===== config.mk =====
export PLATFORM = sky130hd
export DESIGN_NAME = bus_cycle_ctrl
export DESIGN_NICKNAME = d
export VERILOG_FILES = /design/src/rtl/bus_cycle_ctrl.sv
export SDC_FILE = /design/constraint.sdc
export NUM_CORES = 1
export LEC_CHECK = 0
export ABC_AREA = 1
export BUFFER_PORTS_ARGS = -buffer_cell sky130_fd_sc_hd__buf_2
export CAP_MARGIN = 20
export CORE_MARGIN = 3
export CORE_UTILIZATION = 52
export DETAILED_ROUTE_END_ITERATION = 7
export PLACE_DENSITY_LB_ADDON = 0.2
export SYNTH_ARGS = -nofsm -noshare
export SYNTH_HDL_FRONTEND = slang
export SYNTH_SLANG_ARGS = --single-unit
export TNS_END_PERCENT = 5

===== constraint.sdc =====
create_clock -name clk -period 3.3 [get_ports clk]
set_clock_uncertainty 0.1 [all_clocks]
set_input_delay 0 -clock clk [delete_from_list [all_inputs] [get_ports clk]]
set_output_delay 0 -clock clk [all_outputs]
set_load 0.01 [all_outputs]

===== src/rtl/bus_cycle_ctrl.sv =====
// Bus cycle controller: runs T1-T4 multiplexed bus cycles with wait states,
// arbitrates execution-unit requests over prefetch, and pushes fetched bytes.
module bus_cycle_ctrl #(
    parameter int unsigned QUEUE_BYTES = 4,
    parameter int unsigned WAIT_LIMIT  = 15
) (
    input  logic        clk,
    input  logic        reset,
    input  logic        req_valid,
    input  logic        req_write,
    input  logic [19:0] req_addr,
    input  logic [7:0]  req_wdata,
    output logic        req_ready,
    output logic        rsp_valid,
    output logic [7:0]  rsp_rdata,
    output logic        rsp_error,
    input  logic [19:0] fetch_addr,
    input  logic [2:0]  queue_count,
    input  logic        flush,
    output logic        queue_wr,
    output logic [7:0]  queue_data,
    output logic        ip_inc,
    output logic [19:0] addr_out,
    output logic        ale,
    output logic [7:0]  ad_out,
    output logic        ad_oe,
    input  logic [7:0]  ad_in,
    output logic        rd_wr,
    input  logic        ready
);

    localparam int unsigned CW = $clog2(WAIT_LIMIT + 1);

    typedef enum logic [2:0] {
        S_IDLE = 3'd0,
        S_T1   = 3'd1,
        S_T2   = 3'd2,
        S_T3   = 3'd3,
        S_TW   = 3'd4,
        S_T4   = 3'd5
    } state_t;

    state_t          state_q, state_d;
    logic [CW-1:0]   wait_cnt_q, wait_cnt_d;
    logic            is_write_q, is_write_d;
    logic            is_fetch_q, is_fetch_d;
    logic [7:0]      wdata_q, wdata_d;
    logic            discard_q, discard_d;
    logic [19:0]     addr_out_q, addr_out_d;
    logic [7:0]      ad_out_q, ad_out_d;
    logic            ad_oe_q, ad_oe_d;
    logic            rd_wr_q, rd_wr_d;
    logic            ale_q, ale_d;
    logic            rsp_valid_q, rsp_valid_d;
    logic [7:0]      rsp_rdata_q, rsp_rdata_d;
    logic            rsp_error_q, rsp_error_d;
    logic            queue_wr_q, queue_wr_d;
    logic [7:0]      queue_data_q, queue_data_d;
    logic            ip_inc_q, ip_inc_d;

    logic            start;
    logic            start_write;
    logic            start_fetch;
    logic [19:0]     start_addr;
    logic            finish;
    logic            timeout;
    logic            drop;
    logic [7:0]      rx_byte;

    // Next-state and registered-output computation for the bus cycle sequencer
    always_comb begin
        state_d      = state_q;
        wait_cnt_d   = wait_cnt_q;
        is_write_d   = is_write_q;
        is_fetch_d   = is_fetch_q;
        wdata_d      = wdata_q;
        discard_d    = discard_q;
        addr_out_d   = addr_out_q;
        ad_out_d     = ad_out_q;
        ad_oe_d      = ad_oe_q;
        rd_wr_d      = rd_wr_q;
        ale_d        = 1'b0;
        rsp_valid_d  = 1'b0;
        rsp_rdata_d  = rsp_rdata_q;
        rsp_error_d  = 1'b0;
        queue_wr_d   = 1'b0;
        queue_data_d = queue_data_q;
        ip_inc_d     = 1'b0;
        req_ready    = 1'b0;
        start        = 1'b0;
        start_write  = 1'b0;
        start_fetch  = 1'b0;
        start_addr   = fetch_addr;
        finish       = 1'b0;
        timeout      = 1'b0;
        drop         = discard_q | flush;
        rx_byte      = 8'h00;

        // a flush anywhere inside a prefetch cycle poisons its byte
        if (is_fetch_q && flush && state_q != S_IDLE) begin
            discard_d = 1'b1;
        end

        case (state_q)
            S_IDLE: begin
                if (req_valid) begin
                    req_ready   = ~reset;
                    start       = 1'b1;
                    start_write = req_write;
                    start_addr  = req_addr;
                    wdata_d     = req_wdata;
                end else if (32'(queue_count) < QUEUE_BYTES && !flush) begin
                    start       = 1'b1;
                    start_fetch = 1'b1;
                end
            end
            S_T1: begin
                state_d = S_T2;
                ad_oe_d = is_write_q;
                if (is_write_q) begin
                    ad_out_d = wdata_q;
                end
            end
            S_T2: begin
                state_d = S_T3;
            end
            S_T3, S_TW: begin
                if (ready) begin
                    finish = 1'b1;
                end else if (wait_cnt_q == CW'(WAIT_LIMIT)) begin
                    finish  = 1'b1;
                    timeout = 1'b1;
                end else begin
                    state_d    = S_TW;
                    wait_cnt_d = wait_cnt_q + CW'(1);
                end
            end
            S_T4: begin
                state_d    = S_IDLE;
                wait_cnt_d = '0;
                discard_d  = 1'b0;
                ad_oe_d    = 1'b0;
                rd_wr_d    = 1'b1;
            end
            default: begin
                state_d = S_IDLE;
            end
        endcase

        if (start) begin
            state_d    = S_T1;
            is_write_d = start_write;
            is_fetch_d = start_fetch;
            discard_d  = 1'b0;
            addr_out_d = start_addr;
            ad_out_d   = start_addr[7:0];
            ad_oe_d    = 1'b1;
            ale_d      = 1'b1;
            rd_wr_d    = ~start_write;
        end

        if (finish) begin
            state_d = S_T4;
            ad_oe_d = 1'b0;
            rx_byte = (timeout || is_write_q) ? 8'h00 : ad_in;
            if (!is_fetch_q) begin
                rsp_valid_d = 1'b1;
                rsp_rdata_d = rx_byte;
                rsp_error_d = timeout;
            end else if (!timeout && !drop) begin
                queue_wr_d   = 1'b1;
                ip_inc_d     = 1'b1;
                queue_data_d = rx_byte;
            end
        end
    end

    // State and output registers with synchronous reset
    always_ff @(posedge clk) begin
        if (reset) begin
            state_q      <= S_IDLE;
            wait_cnt_q   <= '0;
            is_write_q   <= 1'b0;
            is_fetch_q   <= 1'b0;
            wdata_q      <= 8'h00;
            discard_q    <= 1'b0;
            addr_out_q   <= 20'h00000;
            ad_out_q     <= 8'h00;
            ad_oe_q      <= 1'b0;
            rd_wr_q      <= 1'b1;
            ale_q        <= 1'b0;
            rsp_valid_q  <= 1'b0;
            rsp_rdata_q  <= 8'h00;
            rsp_error_q  <= 1'b0;
            queue_wr_q   <= 1'b0;
            queue_data_q <= 8'h00;
            ip_inc_q     <= 1'b0;
        end else begin
            state_q      <= state_d;
            wait_cnt_q   <= wait_cnt_d;
            is_write_q   <= is_write_d;
            is_fetch_q   <= is_fetch_d;
            wdata_q      <= wdata_d;
            discard_q    <= discard_d;
            addr_out_q   <= addr_out_d;
            ad_out_q     <= ad_out_d;
            ad_oe_q      <= ad_oe_d;
            rd_wr_q      <= rd_wr_d;
            ale_q        <= ale_d;
            rsp_valid_q  <= rsp_valid_d;
            rsp_rdata_q  <= rsp_rdata_d;
            rsp_error_q  <= rsp_error_d;
            queue_wr_q   <= queue_wr_d;
            queue_data_q <= queue_data_d;
            ip_inc_q     <= ip_inc_d;
        end
    end

    assign rsp_valid  = rsp_valid_q;
    assign rsp_rdata  = rsp_rdata_q;
    assign rsp_error  = rsp_error_q;
    assign queue_wr   = queue_wr_q;
    assign queue_data = queue_data_q;
    assign ip_inc     = ip_inc_q;
    assign addr_out   = addr_out_q;
    assign ale        = ale_q;
    assign ad_out     = ad_out_q;
    assign ad_oe      = ad_oe_q;
    assign rd_wr      = rd_wr_q;

endmodule


==> out/qor.csv <==
metric,value,unit
run_status,finished clean,
insertion_delay,330,ps
ys_async_sr_fraction,0,%
io_pins,117,
nets,671,
ys_top_cells_by_count,"nand2_1 (171), dfxtp_1 (68), inv_1 (53)",
power.leakage,2.38,nW
root_buffer,clkbuf_8,
r2r_cells,8,
routedLengthMet1,3650,um
route.met2.wl,4540,um
synth_top_cell_by_area,dfxtp_1,
r2r_slack,640,ps
die_w,82.3,um
syn_nets,503,
worstSetupPathType,reg -> reg,
crit_arrival,2810,ps
drive_gt1_share,23.5,%
whs_endpoint,rsp_valid,
hp-start,reset,
grt_pass1_wl,14200,um
start_util,54.3,%
tightestPinTransition,628,ps
top_layer,met4,
io_buffers,114,
routed_wirelength,9190,um
rows,27,
drv_slew,0,
first_pass_iters,5,
gr-total-overflow,0,
wl_met3,647,um
diodes,0,
die_area,0.00678,mm2
antenna_left,0,
dpl.hpwl,5320,um
grt_start_max_net_pins,38,
endpoint_kind,register,
cp-start-kind,register,
gp_congestion,0.804,
synth-seq-cells,68,
cts_tree,built,
cp_max_fo,28,
period_share,80.7,%
synth-edff-count,0,
holdCritPathClass,in -> reg,
core,0.00557,mm2
tns,0,ps
cts_buffer_depth,2,
setup_violations,0,
synth_top_area_share,44.9,%
final_util,78.2,%
syn_area_per_cell,6.93,um2
die_h,82.3,um
min_period,2660,ps
clk_pin_slew,70,ps
max_freq,375,MHz
cts.sinks,68,
ys_warn_count,0,
crit_start,state_q[0],
rsz0062_at_grt,no,
rr_endpoint,addr_out[0],
drtIter0Drc,181,
vias,3431,
max-slew-margin-rel,58.1,%
drc,0,
synth_flop_cell,dfxtp_1,
yosysSeqAreaShare,44.9,%
syn-cell-area,0.00303,mm2
routed_via_density,5.04,
cts_buffers,9,
h-tree-depth,3,
grt_pass1_vias,3147,
syn-instance-count,437,
holdBufCountCts,60,
antenna_found_initial,0,
syn2layout_area_growth,43.8,%
r2r-start,state_q[0],
whs,27.9,ps
min_path_cells,2,
fill_cells,397,
cts_setup_buffers,0,
p_per_area,473,mW/mm2
max_cap_viol_count,0,
ys_types,28,
cts_resized,0,
routedWlPerCell,13.5,um
required,3450,ps
finalHoldViolations,0,
synthTopCellsByArea,"dfxtp_1 (45%), nand2_1 (21%), nand3_1 (6.9%), inv_1 (6.6%), a21oi_1 (4.8%)",
track_usage,27.5,%
ir_drop,317,uV
yosysMostFrequentCell,nand2_1,
## stage by stage
stage          instances  worst slack (ps)  cell area [um2]  power (mW)
3_3_place_gp         606              1310             3570        1.33
5_1_grt              681               437             4360        2.16
3_5_place_dp         606              1260             3570        1.34
4_1_cts              681               684             4360        2.06
6_report             681               637             4360        2.06
2_1_floorplan        437              1960             3030        1.21
## cell families (layout without fill, tap and decap cells)
family / after synthesis / count (layout) / share of synthesized area [%]
AOI/OAI and AO/OA: 50 / 50 / 8.39
adders and majority gates: 1 / 1 / 0.413
DFF: 68 / 68 / 44.9
xor gates and xnor gates: 1 / 1 / 0.289
buffers and inverters: 75 / 247 / 11.4
and+or+nand+nor: 242 / 242 / 34.5
## area by class of cell
cell class,instances,area [um2],share of cell area (%)
Clock buffer,14,183,4.19
Clock inverter,1,5.00,0.115
Inverter,58,225,5.17
Multi-Input combinational cell,294,1320,30.3
Sequential cell,68,1360,31.2
Tap cell,72,90.1,2.07
Timing Repair Buffer,174,1170,26.9
## report_power, final
part           switching (mW)  leakage (nW)  internal [mW]
clock                   0.292        0.0986          0.350
sequential             0.0395         0.556          0.891
combinational           0.272          1.72          0.217
## how the worst max path moves through the flow
stage,end,slack (ps),cells after the start
2_1_floorplan,rsp_rdata[5],1960,8
4_1_cts,addr_out[0],680,8
5_1_grt,ad_out[3],440,8
6_report,addr_out[0],640,8
3_5_place_dp,addr_out[0],1260,7
3_3_place_gp,addr_out[0],1310,7
## critical path, stage by stage (launching register included)
cell and delay (ps):
dfxtp_1 350, nor2_2 130, nand2_2 150, nor2_4 480, inv_2 380, nand2_1 140, nand3_1 90, dlygate4sd3_1 610
o21ai_0 140
## state kept, by name (all words and copies together) (netlist names)
signal,count
ad_out,8
rsp_rdata,8
ip_inc,1
ad_oe,1
queue_data,8
wdata_q,8
rd_wr,1
wait_cnt_q,4
ale,1
addr_out,20
is_fetch_q,1
discard_q,1
is_write_q,1
state_q,3
rsp_valid,1
rsp_error,1
## layout by cell type (no fill, tap or decap)
cell type,synthesis,layout
inv_1,53,53
dfxtp_1,68,68
nand3_1,42,42
clkinv_1,1,1
buf_2,4,114
o21ai_1,7,7
clkbuf_1,1,1
clkinv_2,0,1
nand3b_1,1,1
nor3_1,3,3
dlygate4sd3_1,0,60
nor2_1,12,12
a31oi_1,1,1
nand2_1,171,171
ha_1,1,1
o21ai_0,12,12
nor2_8,2,2
nand3_2,2,2
inv_8,1,1
xor2_1,1,1
nor2_4,2,2
a211oi_1,1,1
nor2_2,1,1
nand4_1,2,2
a21oi_1,29,29
clkbuf_8,0,13
nand2_2,4,4
inv_2,3,3
## per-layer routing
metal | vias up | track usage (%)
met2 | 149 | 47.3
met1 | 1553 | 31.7
met5 | - | 0
met4 | 0 | 15.6
met3 | 35 | 5.31
li1 | 1694 | -
Note: power is estimated with default switching activity, not from simulation.
